--- src/rtl/amba_apb_pkg.sv ---
// Shared types and defaults for the APB master: FSM state encoding,
// default bus widths and the registered response record.
package amba_apb_pkg;

    localparam int APB_ADDR_W    = 8;
    localparam int APB_DATA_W    = 8;
    // Widest data bus the response record can carry; narrower buses use the low bits.
    localparam int APB_RSP_MAX_W = 64;

    typedef enum logic [1:0] {
        ST_IDLE   = 2'd0,
        ST_SETUP  = 2'd1,
        ST_ACCESS = 2'd2,
        ST_RDWAIT = 2'd3
    } apb_state_t;

    typedef struct packed {
        logic [APB_RSP_MAX_W-1:0] rdata;
        logic                     err;
    } apb_rsp_t;

endpackage

--- src/rtl/amba_apb_master.sv ---
// Single-outstanding APB master. A command is accepted in IDLE, driven
// through SETUP and ACCESS, optionally followed by RDWAIT when read data
// arrives one cycle after completion, and finished with a one-cycle
// response pulse. A stalled slave is aborted after TIMEOUT_CYCLES
// ACCESS cycles without pready.
module amba_apb_master
    import amba_apb_pkg::*;
#(
    parameter int ADDR_W         = APB_ADDR_W,
    parameter int DATA_W         = APB_DATA_W,
    parameter int RDATA_LAT      = 1,
    parameter int TIMEOUT_CYCLES = 15
) (
    input  logic              pclk,
    input  logic              presetn,
    // command side
    input  logic              cmd_valid,
    output logic              cmd_ready,
    input  logic              cmd_write,
    input  logic [ADDR_W-1:0] cmd_addr,
    input  logic [DATA_W-1:0] cmd_wdata,
    // response side
    output logic              rsp_valid,
    output logic [DATA_W-1:0] rsp_rdata,
    output logic              rsp_err,
    // APB side
    output logic              psel,
    output logic              penable,
    output logic              pwrite,
    output logic [ADDR_W-1:0] paddr,
    output logic [DATA_W-1:0] pwdata,
    input  logic              pready,
    input  logic [DATA_W-1:0] prdata
);

    // Counter must hold values up to TIMEOUT_CYCLES-1 without wrapping.
    localparam int              CNT_W    = $clog2(TIMEOUT_CYCLES + 2);
    localparam bit              TMO_EN   = (TIMEOUT_CYCLES != 0);
    localparam logic [CNT_W-1:0] TMO_LAST =
        CNT_W'((TIMEOUT_CYCLES == 0) ? 0 : TIMEOUT_CYCLES - 1);

    apb_state_t        state, state_d;
    apb_rsp_t          rsp_q, rsp_d;
    logic [CNT_W-1:0]  cnt_q, cnt_d;
    logic              cmd_ready_d;
    logic              rsp_valid_d;
    logic              psel_d, penable_d, pwrite_d;
    logic [ADDR_W-1:0] paddr_d;
    logic [DATA_W-1:0] pwdata_d;
    logic              timeout_hit;

    // The current cycle is the last allowed ACCESS cycle and the slave is still not ready.
    assign timeout_hit = TMO_EN && !pready && (cnt_q == TMO_LAST);

    assign rsp_rdata = rsp_q.rdata[DATA_W-1:0];
    assign rsp_err   = rsp_q.err;

    // Upper response bits are unused when DATA_W is narrower than the record.
    logic unused_rsp_hi;
    assign unused_rsp_hi = ^rsp_q.rdata;

    // State register; reset drops any transfer in flight immediately.
    always_ff @(posedge pclk or negedge presetn) begin
        if (!presetn) begin
            state <= ST_IDLE;
        end else begin
            state <= state_d;
        end
    end

    // Next state, next registered outputs and timeout counter update.
    always_comb begin
        state_d     = state;
        psel_d      = 1'b0;
        penable_d   = 1'b0;
        rsp_valid_d = 1'b0;
        rsp_d       = rsp_q;
        cnt_d       = cnt_q;
        pwrite_d    = pwrite;
        paddr_d     = paddr;
        pwdata_d    = pwdata;

        case (state)
            ST_IDLE: begin
                if (cmd_valid && cmd_ready) begin
                    pwrite_d = cmd_write;
                    paddr_d  = cmd_addr;
                    pwdata_d = cmd_wdata;
                    psel_d   = 1'b1;
                    state_d  = ST_SETUP;
                end
            end

            ST_SETUP: begin
                psel_d    = 1'b1;
                penable_d = 1'b1;
                cnt_d     = '0;
                state_d   = ST_ACCESS;
            end

            ST_ACCESS: begin
                if (pready) begin
                    if (pwrite || (RDATA_LAT == 0)) begin
                        // Completion takes priority over a timeout landing on the same cycle.
                        rsp_d       = '0;
                        if (!pwrite) begin
                            rsp_d.rdata[DATA_W-1:0] = prdata;
                        end
                        rsp_valid_d = 1'b1;
                        state_d     = ST_IDLE;
                    end else begin
                        state_d = ST_RDWAIT;
                    end
                end else if (timeout_hit) begin
                    rsp_d       = '0;
                    rsp_d.err   = 1'b1;
                    rsp_valid_d = 1'b1;
                    state_d     = ST_IDLE;
                end else begin
                    psel_d    = 1'b1;
                    penable_d = 1'b1;
                    cnt_d     = cnt_q + CNT_W'(1);
                end
            end

            ST_RDWAIT: begin
                // Slave presents registered read data during this cycle.
                rsp_d                   = '0;
                rsp_d.rdata[DATA_W-1:0] = prdata;
                rsp_valid_d             = 1'b1;
                state_d                 = ST_IDLE;
            end

            default: begin
                state_d = ST_IDLE;
            end
        endcase

        cmd_ready_d = (state_d == ST_IDLE);
    end

    // Registered outputs, captured command and timeout counter.
    always_ff @(posedge pclk or negedge presetn) begin
        if (!presetn) begin
            cmd_ready <= 1'b0;
            rsp_valid <= 1'b0;
            rsp_q     <= '0;
            psel      <= 1'b0;
            penable   <= 1'b0;
            pwrite    <= 1'b0;
            paddr     <= '0;
            pwdata    <= '0;
            cnt_q     <= '0;
        end else begin
            cmd_ready <= cmd_ready_d;
            rsp_valid <= rsp_valid_d;
            rsp_q     <= rsp_d;
            psel      <= psel_d;
            penable   <= penable_d;
            pwrite    <= pwrite_d;
            paddr     <= paddr_d;
            pwdata    <= pwdata_d;
            cnt_q     <= cnt_d;
        end
    end

endmodule

--- config.mk ---
export PLATFORM = sky130hd
export DESIGN_NAME = amba_apb_master
export DESIGN_NICKNAME = d
export VERILOG_FILES = /design/src/rtl/amba_apb_pkg.sv /design/src/rtl/amba_apb_master.sv
export SDC_FILE = /design/constraint.sdc
export NUM_CORES = 1
export LEC_CHECK = 0
export ABC_AREA = 1
export BUFFER_PORTS_ARGS = -buffer_cell sky130_fd_sc_hd__buf_2
export CORE_MARGIN = 1.5
export CORE_UTILIZATION = 53
export DETAILED_ROUTE_END_ITERATION = 16
export PLACE_DENSITY_LB_ADDON = 0.25
export RECOVER_POWER = 100
export SLEW_MARGIN = 5
export SYNTH_ARGS = -nofsm -noshare
export SYNTH_HDL_FRONTEND = slang
export SYNTH_SLANG_ARGS = --single-unit
--- constraint.sdc ---
create_clock -name pclk -period 4.2 [get_ports pclk]
set_input_delay 0.42 -clock pclk [delete_from_list [all_inputs] [get_ports pclk]]
set_output_delay 0.42 -clock pclk [all_outputs]
set_load 0.005 [all_outputs]
==> out/qor.yml <==
outcome:
  status: "finished with violations"
  violations: "capacitance limit, slew limit"
critical_path:
  crit_type: "flop to flop"
  r2r-end: "paddr[1]"
  reg2reg_depth: 4
  end_kind: "flop"
  cp_data_required_time_ns: 4.44
  slowest_stage: "nand3_1"
  r2r-start: "state[0]"
  critical_path.max_stage_delay_ns: 0.60
  cp_max_fo: 19
  arrival_ns: 2.26
  r2r_slack_ns: 2.18
  crit_chain: "inv_1 -> ha_1 -> nand3_1 -> mux2_1"
  worstSetupStartpointType: "flop"
timing:
  finalHoldViolations: 0
  finalSetupTns_ns: 0
  min_period_over_period: 0.481
  slew_headroom: -0.249
  fmax_ghz: 0.495
  worst_pin_slew_ns: 1.87
  min_period_ns: 2.02
  rsz0062_at_grt: "no"
  finClkSkew_ns: 0.0133
  drv_slew: 38
  whs_ns: 0.274
  finalSetupViolCount: 0
pwr:
  switching_power_w: 0.000460
  clock_power_share: 0.178
  power.density_nw_per_um2: 656
  leakage_nw: 1.07
  vdd_drop_max_uv: 308
  intPower_w: 0.000856
  pwr-share-comb: 0.372
  sequentialPowerShare: 0.450
  switching_share: 0.350
synth:
  synthesis.area_um2: 1710
  synth_edf_count: 0
  ys_seq_area_frac: 0.543
  syn_avg_cell_area_um2: 11.3
  synth_top_flop_cell: "dfrtp_1"
  yosys.cell_types.count: 26
  synth_top_area_cell: "dfrtp_1"
  synth_async_sr_flop_share: 1.00
  syn_nets: 187
  ys_top_cells_by_area: "dfrtp_1, nand2_1, mux2_4"
  syn_inst: 151
  synth_top_area_frac: 0.543
  synth_seq_cells: 37
  ys_warn_count: 0
finish:
  drive_above_1_share: 0.318
  areaGrowthSynthToFinish_pct: 17.5
  antenna_cells: 0
  nets: 250
  multi_input_area_um2: 622
  final-seq-area_um2: 926
  layout_commonest_cell: "buf_2"
  layout_common_cells: "buf_2, nand2_1, dfrtp_1, clkbuf_1"
  fillCellCount: 275
floorplanning:
  core-area_um2: 3050
  io_pins: 59
  die_y_um: 59.7
  die_area_um2: 3570
  rows: 20
  start_util: 0.559
  die-width_um: 59.7
grt:
  grt_max_degree: 38
  grt_pass1_vias: 1261
  overflow: 0
  grt_antenna_before_repair: 0
  grt_pass1_wl_mm: 5.40
  grt_use_total: 0.206
hold_path:
  min_delay_path_depth: 2
  hold_end: "paddr[2]"
  hold_start: "cmd_addr[2]"
  hold_class: "input pin to flop"
clock_tree:
  clkTransAtPathRegs_ns: 0.11
  cts_made_buffers: 5
  h-tree-depth: 2
  clock-sinks: 37
  cts_tree: "yes"
  post_cts_buffers: 0
  cts_root_buffer: "clkbuf_4"
  clkLatencyLatePin_ns: 0.35
  cts_resized: 0
  holdBufCountCts: 0
  clockBufferDepth: 2
flow_run:
  drv_cap: 1
placement:
  gp_congestion: 0.856
  io_buffer_count: 58
  dpl.hpwl_mm: 2.57
route:
  viasPerCell: 4.86
  wl_per_cell_um: 12.8
  first_pass_iters: 4
  wl_mm: 3.31
  drc: 0
  drt_iter0_markers: 39
  postRouteAntennaNets: 0
  vias: 1255
layer usage:
metal | vias to the layer above | GRT usage | wire length (um)
li1 | 611 | - | -
met1 | 590 | 0.246 | 1400
met2 | 49 | 0.352 | 1650
met3 | 5 | 0.0584 | 203
met4 | 0 | 0.0762 | 53
met5 | - | 0 | 0
registers in the layout, indices dropped and copies added, names as in the netlist:
register and flops:
paddr 8, pwdata 8, rsp_rdata 8, cnt_q 5, state 2, cmd_ready 1
penable 1, psel 1, pwrite 1, rsp_err 1, rsp_valid 1
critical path, delay by kind of cell, from the launching register on:
family        cells  cell delay [ns]
fa+ha+maj         1             0.18
flops             1             0.43
simple gates      1             0.60
mux               1             0.57
buf+inv           1             0.14
how the worst max path moves through the flow:
stage / start / to / depth (start not counted)
final: state[0] / paddr[1] / 4
after global routing: state[0] / rsp_rdata[0] / 7
after CTS: state[0] / cmd_ready / 7
after detailed placement: state[0] / paddr[6] / 4
after global placement: state[0] / paddr[0] / 4
after floorplan: state[0] / paddr[0] / 5
logic make-up after synthesis:
logic type / share of synthesized area
multiplexers: 0.121
buffers and inverters: 0.0455
adder cells (fa/ha/maj): 0.0513
AO/OA/AOI/OAI: 0.0389
XOR/XNOR: 0.0154
AND/OR/NAND/NOR: 0.185
flip-flops: 0.543
power by group through the flow:
stage / registers, W / logic (W) / clock network [W]
4_1_cts: 0.000596 / 0.000581 / 0.000241
2_1_floorplan: 0.000607 / 0.000351 / 0
3_5_place_dp: 0.000603 / 0.000578 / 0
5_1_grt: 0.000612 / 0.000562 / 0.000253
6_report: 0.000592 / 0.000490 / 0.000235
3_3_place_gp: 0.000592 / 0.000557 / 0
area by class of cell:
| type | instances | share of cell area |
|---|---|---|
| Clock buffer | 5 | 0.0187 |
| Tap cell | 44 | 0.0274 |
| Inverter | 15 | 0.0287 |
| Sequential cell | 37 | 0.462 |
| Multi-Input combinational cell | 97 | 0.310 |
| Timing Repair Buffer | 58 | 0.136 |
| Clock inverter | 2 | 0.0175 |
synthesized netlist by cell type (2+ instances only):
cell type	count
inv_2	4
mux2_4	7
o21ai_2	2
nand2_1	35
o21ai_0	4
o21ai_1	2
ha_1	7
nand3_4	2
nand2_4	2
inv_1	10
mux2_2	9
nand3_1	10
xor2_1	2
dfrtp_1	37
nor2_1	4
nand4_1	2
nand2_2	3
through the flow:
stage | setup slack [ns] | util | area [um^2] | power (W) | cells
2_1_floorplan | 2.77 | - | 1710 | 0.000959 | 151
3_3_place_gp | 2.71 | 0.667 | 2040 | 0.00115 | 251
3_5_place_dp | 2.63 | 0.667 | 2040 | 0.00118 | 251
4_1_cts | 2.61 | 0.691 | 2110 | 0.00142 | 258
5_1_grt | 1.92 | 0.657 | 2010 | 0.00143 | 258
6_report | 2.18 | 0.657 | 2010 | 0.00132 | 258
Power figures use the tool's default switching activity.
